`src/rtl/vend_arbiter_if.sv`:
```
// Panel/dispenser bus of the vending arbiter.
// Handshake: a panel holds req_x high (level) with stable choice_x/money_x;
// the arbiter accepts on a clock edge and answers with gnt_x from the next
// cycle. gnt_x stays high until the transaction's DONE cycle has passed;
// req_x changes while gnt_x is high are ignored. done pulses for exactly one
// cycle and item/remaining_money/fail are valid from that cycle onward.
interface vend_arbiter_if;
    logic       req_a;
    logic [2:0] choice_a;
    logic [2:0] money_a;
    logic       req_b;
    logic [2:0] choice_b;
    logic [2:0] money_b;
    logic       restock;
    logic       gnt_a;
    logic       gnt_b;
    logic       busy;
    logic [2:0] item;
    logic [2:0] remaining_money;
    logic       fail;
    logic       done;
    logic [2:0] available_item;
    logic [1:0] state_dbg;

    // Panel / top-level side: drives requests and restock, observes results.
    modport master (
        output req_a, choice_a, money_a,
        output req_b, choice_b, money_b,
        output restock,
        input  gnt_a, gnt_b, busy, item, remaining_money,
        input  fail, done, available_item, state_dbg
    );

    // Arbiter side.
    modport slave (
        input  req_a, choice_a, money_a,
        input  req_b, choice_b, money_b,
        input  restock,
        output gnt_a, gnt_b, busy, item, remaining_money,
        output fail, done, available_item, state_dbg
    );
endinterface

```
`src/rtl/vend_arbiter.sv`:
```
// Two-panel vending controller: round-robin arbitration between panels A and
// B, price/stock check, fixed-length dispense, change and availability report.
module vend_arbiter #(
    parameter logic [2:0] PRICE1      = 3'd2,
    parameter logic [2:0] PRICE2      = 3'd3,
    parameter logic [2:0] PRICE3      = 3'd5,
    parameter logic [2:0] INIT_STOCK  = 3'd3,
    parameter logic [3:0] DISP_CYCLES = 4'd4
) (
    input  logic         clk,
    input  logic         rst,
    vend_arbiter_if.slave bus
);

    typedef enum logic [1:0] {
        S_IDLE     = 2'd0,
        S_CHECK    = 2'd1,
        S_DISPENSE = 2'd2,
        S_DONE     = 2'd3
    } state_t;

    localparam logic [3:0] DISP_LOAD = DISP_CYCLES - 4'd1;

    state_t     state;
    state_t     state_nxt;

    // stock[0..2] holds items 1..3
    logic [2:0] stock [3];
    logic [2:0] choice_q;
    logic [2:0] money_q;
    logic       ptr_b;          // 0: A has priority on a tie, 1: B
    logic       restock_pend;
    logic [3:0] disp_cnt;
    logic       gnt_a_q;
    logic       gnt_b_q;
    logic [2:0] item_q;
    logic [2:0] rem_q;
    logic       fail_q;

    logic       restock_req;
    logic       any_req;
    logic       win_b;
    logic       accept;
    logic       choice_valid;
    logic [2:0] sel_stock;
    logic [2:0] sel_price;
    logic       check_ok;
    logic       last_disp;

    // Arbitration and price/stock decode for the latched transaction.
    always_comb begin
        restock_req  = bus.restock | restock_pend;
        any_req      = bus.req_a | bus.req_b;
        // B wins when it is alone, or when both ask and the pointer names B.
        win_b        = bus.req_b & (~bus.req_a | ptr_b);
        choice_valid = (choice_q >= 3'd1) && (choice_q <= 3'd3);
        sel_stock    = 3'd0;
        sel_price    = 3'd0;
        case (choice_q)
            3'd1: begin sel_stock = stock[0]; sel_price = PRICE1; end
            3'd2: begin sel_stock = stock[1]; sel_price = PRICE2; end
            3'd3: begin sel_stock = stock[2]; sel_price = PRICE3; end
            default: begin sel_stock = 3'd0; sel_price = 3'd0; end
        endcase
        check_ok  = choice_valid && (sel_stock != 3'd0) && (money_q >= sel_price);
        last_disp = (disp_cnt == 4'd0);
    end

    // FSM state register.
    always_ff @(posedge clk or negedge rst) begin
        if (!rst) begin
            state <= S_IDLE;
        end else begin
            state <= state_nxt;
        end
    end

    // FSM next-state; a pending restock blocks acceptance in IDLE.
    always_comb begin
        state_nxt = state;
        accept    = 1'b0;
        case (state)
            S_IDLE: begin
                if (!restock_req && any_req) begin
                    accept    = 1'b1;
                    state_nxt = S_CHECK;
                end
            end
            S_CHECK: begin
                state_nxt = check_ok ? S_DISPENSE : S_DONE;
            end
            S_DISPENSE: begin
                if (last_disp) begin
                    state_nxt = S_DONE;
                end
            end
            S_DONE: begin
                state_nxt = S_IDLE;
            end
            default: begin
                state_nxt = S_IDLE;
            end
        endcase
    end

    // Restock: reload in IDLE, otherwise remember the request until IDLE.
    always_ff @(posedge clk or negedge rst) begin
        if (!rst) begin
            restock_pend <= 1'b0;
        end else if (state == S_IDLE) begin
            restock_pend <= 1'b0;
        end else if (bus.restock) begin
            restock_pend <= 1'b1;
        end
    end

    // Stock registers: reload on restock in IDLE, decrement on a passed check.
    always_ff @(posedge clk or negedge rst) begin
        if (!rst) begin
            for (int i = 0; i < 3; i++) begin
                stock[i] <= INIT_STOCK;
            end
        end else if (state == S_IDLE && restock_req) begin
            for (int i = 0; i < 3; i++) begin
                stock[i] <= INIT_STOCK;
            end
        end else if (state == S_CHECK && check_ok) begin
            for (int i = 0; i < 3; i++) begin
                if (choice_q == 3'(i + 1)) begin
                    stock[i] <= stock[i] - 3'd1;
                end
            end
        end
    end

    // Winner latch, round-robin pointer and grant hold.
    always_ff @(posedge clk or negedge rst) begin
        if (!rst) begin
            choice_q <= 3'd0;
            money_q  <= 3'd0;
            ptr_b    <= 1'b0;
            gnt_a_q  <= 1'b0;
            gnt_b_q  <= 1'b0;
        end else if (accept) begin
            choice_q <= win_b ? bus.choice_b : bus.choice_a;
            money_q  <= win_b ? bus.money_b  : bus.money_a;
            ptr_b    <= ~win_b;
            gnt_a_q  <= ~win_b;
            gnt_b_q  <= win_b;
        end else if (state == S_DONE) begin
            gnt_a_q  <= 1'b0;
            gnt_b_q  <= 1'b0;
        end
    end

    // Dispense counter: loaded on a passed check, counts down to zero.
    always_ff @(posedge clk or negedge rst) begin
        if (!rst) begin
            disp_cnt <= 4'd0;
        end else if (state == S_CHECK && check_ok) begin
            disp_cnt <= DISP_LOAD;
        end else if (state == S_DISPENSE && !last_disp) begin
            disp_cnt <= disp_cnt - 4'd1;
        end
    end

    // Result registers: written on a rejected check or the last dispense cycle,
    // then held until the next transaction writes them.
    always_ff @(posedge clk or negedge rst) begin
        if (!rst) begin
            item_q <= 3'd0;
            rem_q  <= 3'd0;
            fail_q <= 1'b0;
        end else if (state == S_CHECK && !check_ok) begin
            item_q <= 3'd0;
            rem_q  <= money_q;
            fail_q <= 1'b1;
        end else if (state == S_DISPENSE && last_disp) begin
            item_q <= choice_q;
            rem_q  <= money_q - sel_price;
            fail_q <= 1'b0;
        end
    end

    // Output mapping; availability follows the stock registers directly.
    always_comb begin
        bus.gnt_a           = gnt_a_q;
        bus.gnt_b           = gnt_b_q;
        bus.busy            = (state != S_IDLE);
        bus.done            = (state == S_DONE);
        bus.item            = item_q;
        bus.remaining_money = rem_q;
        bus.fail            = fail_q;
        bus.available_item  = {stock[2] != 3'd0, stock[1] != 3'd0, stock[0] != 3'd0};
        bus.state_dbg       = state;
    end

endmodule
```
`src/flat_wrapper.sv`:
```
// flat-port wrapper written by rule: the top's interface ports become plain ports
module vend_arbiter_flat 
#(
    parameter logic [2:0] PRICE1      = 3'd2,
    parameter logic [2:0] PRICE2      = 3'd3,
    parameter logic [2:0] PRICE3      = 3'd5,
    parameter logic [2:0] INIT_STOCK  = 3'd3,
    parameter logic [3:0] DISP_CYCLES = 4'd4
)
  (clk, rst, bus_req_a, bus_choice_a, bus_money_a, bus_req_b, bus_choice_b, bus_money_b, bus_restock, bus_gnt_a, bus_gnt_b, bus_busy, bus_item, bus_remaining_money, bus_fail, bus_done, bus_available_item, bus_state_dbg);
  vend_arbiter_if bus_i ();
  input  logic clk;
  input  logic rst;
  input wire logic [$bits(bus_i.req_a)-1:0] bus_req_a;
  input wire logic [$bits(bus_i.choice_a)-1:0] bus_choice_a;
  input wire logic [$bits(bus_i.money_a)-1:0] bus_money_a;
  input wire logic [$bits(bus_i.req_b)-1:0] bus_req_b;
  input wire logic [$bits(bus_i.choice_b)-1:0] bus_choice_b;
  input wire logic [$bits(bus_i.money_b)-1:0] bus_money_b;
  input wire logic [$bits(bus_i.restock)-1:0] bus_restock;
  output wire logic [$bits(bus_i.gnt_a)-1:0] bus_gnt_a;
  output wire logic [$bits(bus_i.gnt_b)-1:0] bus_gnt_b;
  output wire logic [$bits(bus_i.busy)-1:0] bus_busy;
  output wire logic [$bits(bus_i.item)-1:0] bus_item;
  output wire logic [$bits(bus_i.remaining_money)-1:0] bus_remaining_money;
  output wire logic [$bits(bus_i.fail)-1:0] bus_fail;
  output wire logic [$bits(bus_i.done)-1:0] bus_done;
  output wire logic [$bits(bus_i.available_item)-1:0] bus_available_item;
  output wire logic [$bits(bus_i.state_dbg)-1:0] bus_state_dbg;
  assign bus_i.req_a = bus_req_a;
  assign bus_i.choice_a = bus_choice_a;
  assign bus_i.money_a = bus_money_a;
  assign bus_i.req_b = bus_req_b;
  assign bus_i.choice_b = bus_choice_b;
  assign bus_i.money_b = bus_money_b;
  assign bus_i.restock = bus_restock;
  assign bus_gnt_a = bus_i.gnt_a;
  assign bus_gnt_b = bus_i.gnt_b;
  assign bus_busy = bus_i.busy;
  assign bus_item = bus_i.item;
  assign bus_remaining_money = bus_i.remaining_money;
  assign bus_fail = bus_i.fail;
  assign bus_done = bus_i.done;
  assign bus_available_item = bus_i.available_item;
  assign bus_state_dbg = bus_i.state_dbg;
  vend_arbiter #(.PRICE1(PRICE1), .PRICE2(PRICE2), .PRICE3(PRICE3), .INIT_STOCK(INIT_STOCK), .DISP_CYCLES(DISP_CYCLES)) u_core (.clk(clk), .rst(rst), .bus(bus_i));
endmodule
```
`config.mk`:
```
export PLATFORM = sky130hd
export DESIGN_NAME = vend_arbiter_flat
export DESIGN_NICKNAME = d
export VERILOG_FILES = /design/src/rtl/vend_arbiter_if.sv /design/src/rtl/vend_arbiter.sv /design/src/flat_wrapper.sv
export SDC_FILE = /design/constraint.sdc
export NUM_CORES = 1
export LEC_CHECK = 0
export ABC_CLOCK_PERIOD_IN_PS = 2300
export CELL_PAD_IN_SITES_DETAIL_PLACEMENT = 1
export CELL_PAD_IN_SITES_GLOBAL_PLACEMENT = 1
export CORE_ASPECT_RATIO = 0.8
export CORE_MARGIN = 2
export CORE_UTILIZATION = 43
export DETAILED_ROUTE_END_ITERATION = 6
export DONT_BUFFER_PORTS = 1
export GPL_TIMING_DRIVEN = 0
export MAX_ROUTING_LAYER = met4
export PLACE_DENSITY = 0.86
export REMOVE_ABC_BUFFERS = 1
export SYNTH_ARGS = -nofsm -noshare
export SYNTH_HDL_FRONTEND = slang
export SYNTH_SLANG_ARGS = --single-unit
```
`constraint.sdc`:
```
create_clock -name clk -period 2.3 [get_ports clk]
set_clock_uncertainty 0.2 [all_clocks]
set_input_delay 0.345 -clock clk [delete_from_list [all_inputs] [get_ports clk]]
set_output_delay 0.345 -clock clk [all_outputs]
set_load 0.02 [all_outputs]
```
==> qor.yml <==
power:
  clock_power_share_pct: 13.3
  ir_worst_vdd_mv: 0.629
  leakage_nw: 1.05
  p_seq_share_pct: 35.7
  p_comb_share_pct: 51.0
  p_per_area_nw_per_um2: 1380
  switchingPower_mw: 1.39
  p_int_mw: 1.70
  swShare_pct: 44.9
routing:
  first_iter_violations: 75
  vias: 1478
  vias_per_cell: 5.51
  first_pass_iters: 5
  post_drt_wl_per_cell_um: 18.6
  ant_nets: 0
  wirelength_mm: 4.98
  drc: 0
critical_path:
  cpPeakStageDelay_ns: 0.46
  crit_required_ns: 2.25
  ff2ff_path_depth: 7
  crit_path_end_kind: "register"
  crit_type: "reg2reg"
  cp_max_fo: 8
  start_kind: "register"
  cp_slowest_cell: "dfrtp_2"
  cp.arrival_ns: 2.26
  path_cells: "nand3b_1 > ha_4 > o21ai_2 > o21bai_4 > o211ai_4 > o311ai_0 > o41ai_1"
cells_and_area:
  drive_gt1_share_pct: 27.5
  area_growth_pct: 18.8
  design_area_sq_um: 2240
  n_fill_cell: 464
  nNetsFinal: 243
  n_antenna_cell: 0
grt:
  grt_pass1_wl_mm: 7.36
  grt_max_degree: 33
  antenna_found_initial: 0
  grt_pass1_vias: 1547
  grt-ovfl-total: 0
  grt_usage_pct: 19.8
sta:
  layout_setup_ws_ns: -0.0190
  fmax_mhz: 431
  fin_crit_sh_pct: 101
  setup_tns_ns: -0.0361
  worst_pin_slew_ns: 0.921
  hold_violations: 0
  relSlewSlack_pct: 38.2
  hold-worst-slack_ns: 0.0211
  slew_violations: 0
  rsz0062_at_grt: "yes"
  finalSetupViolCount: 2
  period_minus_slack_ns: 2.32
clock_tree:
  clock_latency_ns: 0.28
  path_clk_slew_ns: 0.06
  cts_tree: "done"
  clock-root-buffer: "clkbuf_8"
  clock_sinks: 32
  htree_levels: 2
  clk_path_buf_depth: 2
  cts_buffers: 5
job:
  drv_cap: 0
synthesis:
  syn_avg_cell_area_sq_um: 9.67
  synthSimpleGateAreaFrac_pct: 17.0
  synth_compound_area_share_pct: 14.9
  synth_top_family_by_area: "simple AND/OR/NAND/NOR gates"
  synthMuxAreaShare_pct: 5.57
  yosys-top-cells-count: "26 x dfrtp_1, 21 x nand2_1, 20 x inv_1, 20 x o21ai_0, 14 x ha_1"
  ys.warnings.count: 0
  synth_area_leaders: "dfrtp_1 35%, ha_1 9.3%, dfstp_2 8.4%, o21ai_0 5.3%, nand2_1 4.2%"
  synthArstFlopShare_pct: 100
  ys_types: 42
  synthCells: 195
  synth_seq_cells: 32
  synth_seq_area_share_pct: 42.9
  yosysTopAreaCell: "dfrtp_1"
  yosysMostFrequentCell: "dfrtp_1"
  synth-xor-area-share_pct: 2.79
  synth-edff-count: 0
  syn_area_sq_um: 1890
  synth_top_area_share_pct: 34.5
  synth-adder-area-share_pct: 10.4
  ys.flop_type: "dfrtp_1"
status:
  status: "finished with violations"
  violations: "negative setup slack"
placement:
  place.gp.congestion: 0.751
  dp_hpwl_mm: 3.00
  place_area_sq_um: 1910
  io_buffers: 0
floorplanning:
  die_area_sq_um: 4930
  rows: 21
  pin_count: 33
  die_w_um: 78.0
  die_h_um: 63.2
  core_sq_um: 4200
  initial_core_util_pct: 44.9
min_path:
  hold_depth: 2
  hold_class: "in2reg"
==> metrics by stage <==
| stage | power [mW] | cells | utilization (%) | setup WS [ns] |
|---|---|---|---|---|
| after floorplan | 1.88 | 187 | - | -0.0878 |
| after global placement | 2.09 | 244 | 45.4 | -0.456 |
| after detailed placement | 2.17 | 244 | 45.4 | -0.518 |
| after CTS | 2.79 | 264 | 50.3 | 0.00396 |
| after global routing | 3.31 | 268 | 53.3 | -0.127 |
| final | 3.08 | 268 | 53.3 | -0.0190 |
==> timing repair <==
item | CTS | global route
cloned | 0 | 0
pin swaps | 3 | 2
buffers inserted | 11 | 4
hold buffers | 2 | 0
endpoints found under the setup margin | 21 | 14
resized for setup | 9 | 22
hold endpoints to repair | 32 | 0
==> layer usage <==
layer / vias to the layer above / global-route usage, % / wire (um)
met5: - / - / 0
met1: 737 / 25.6 / 2190
met2: 39 / 30.8 / 2520
met3: 9 / 4.58 / 196
li1: 693 / - / -
met4: 0 / 6.58 / 80
==> registers in the layout, summed over array words and instances (netlist names) <==
name,count
u_core.stock,9
u_core.disp_cnt,4
u_core.bus.item,3
u_core.bus.remaining_money,3
u_core.choice_q,3
u_core.money_q,3
u_core.bus.state_dbg,2
u_core.bus.fail,1
u_core.bus.gnt_a,1
u_core.bus.gnt_b,1
u_core.ptr_b,1
u_core.restock_pend,1
==> placed cells by master (no fill, tap or decap), types with 2 or more instances in the layout <==
master / synthesis / final
o211ai_1: 4 / 4
nand2_1: 21 / 19
o31a_1: 2 / 2
inv_1: 20 / 20
buf_4: 0 / 12
nand2_2: 0 / 2
buf_6: 2 / 3
nand3b_1: 3 / 3
a21oi_1: 4 / 3
nand2b_1: 6 / 5
clkbuf_8: 0 / 5
o21ai_2: 0 / 3
dfrtp_1: 26 / 22
or3_1: 3 / 2
nor2_1: 9 / 8
o21ai_0: 20 / 17
mux2_2: 4 / 4
xnor2_1: 3 / 3
ha_1: 14 / 13
mux2i_1: 6 / 6
xor2_1: 3 / 3
dfstp_2: 6 / 6
nand3_1: 7 / 6
dfrtp_2: 0 / 4
nor3_1: 3 / 3
==> critical path, delay by kind of cell, from the launching register on <==
kind	cells	cell delay, ns
flip-flops	1	0.46
AO/OA/AOI/OAI	5	0.92
adder cells (fa/ha/maj)	1	0.33
AND/OR/NAND/NOR	1	0.26
==> power groups by stage <==
stage,Sequential [mW],Combinational [mW],Clock (mW)
floorplan,1.02,0.860,0
global placement,1.06,1.02,0
detailed placement,1.08,1.10,0
CTS,1.07,1.30,0.417
global route,1.13,1.74,0.445
finish,1.10,1.57,0.409
==> cells by family (layout without fill, tap and decap cells) <==
family / Yosys count / count (layout)
xor gates and xnor gates: 6 / 6
DFF: 32 / 32
AOI/OAI and AO/OA: 41 / 41
adders and majority gates: 15 / 15
muxes: 10 / 10
and+or+nand+nor: 63 / 63
buffers and inverters: 28 / 44
==> layout make-up <==
cell class	count	area (sq um)	area share [%]
clock buffer	6	72.6	3.24
multi-input combinational	135	1050	46.8
clock inverter	1	5.00	0.223
inverter	20	75.1	3.35
sequential	32	813	36.3
timing repair buffer	17	154	6.87
tap	57	71.3	3.18
==> worst paths after layout <==
path	slack [ns]	end	from
min reg2reg	0.31	u_core.ptr_b$_DFFE_PN0P_	u_core.ptr_b$_DFFE_PN0P_
max reg2reg	-0.02	u_core.stock[2]$_DFFE_PN0P_	u_core.choice_q[2]$_DFFE_PN0P_
max	-0.02	u_core.stock[2]$_DFFE_PN0P_	u_core.choice_q[2]$_DFFE_PN0P_
max in group asynchronous	1.34	u_core.stock[4]$_DFFE_PN1P_	rst
min in group asynchronous	0.31	u_core.stock[2]$_DFFE_PN0P_	rst
min	0.02	u_core.restock_pend$_DFFE_PN0P_	bus_restock
Note: power is estimated with default switching activity, not from simulation.
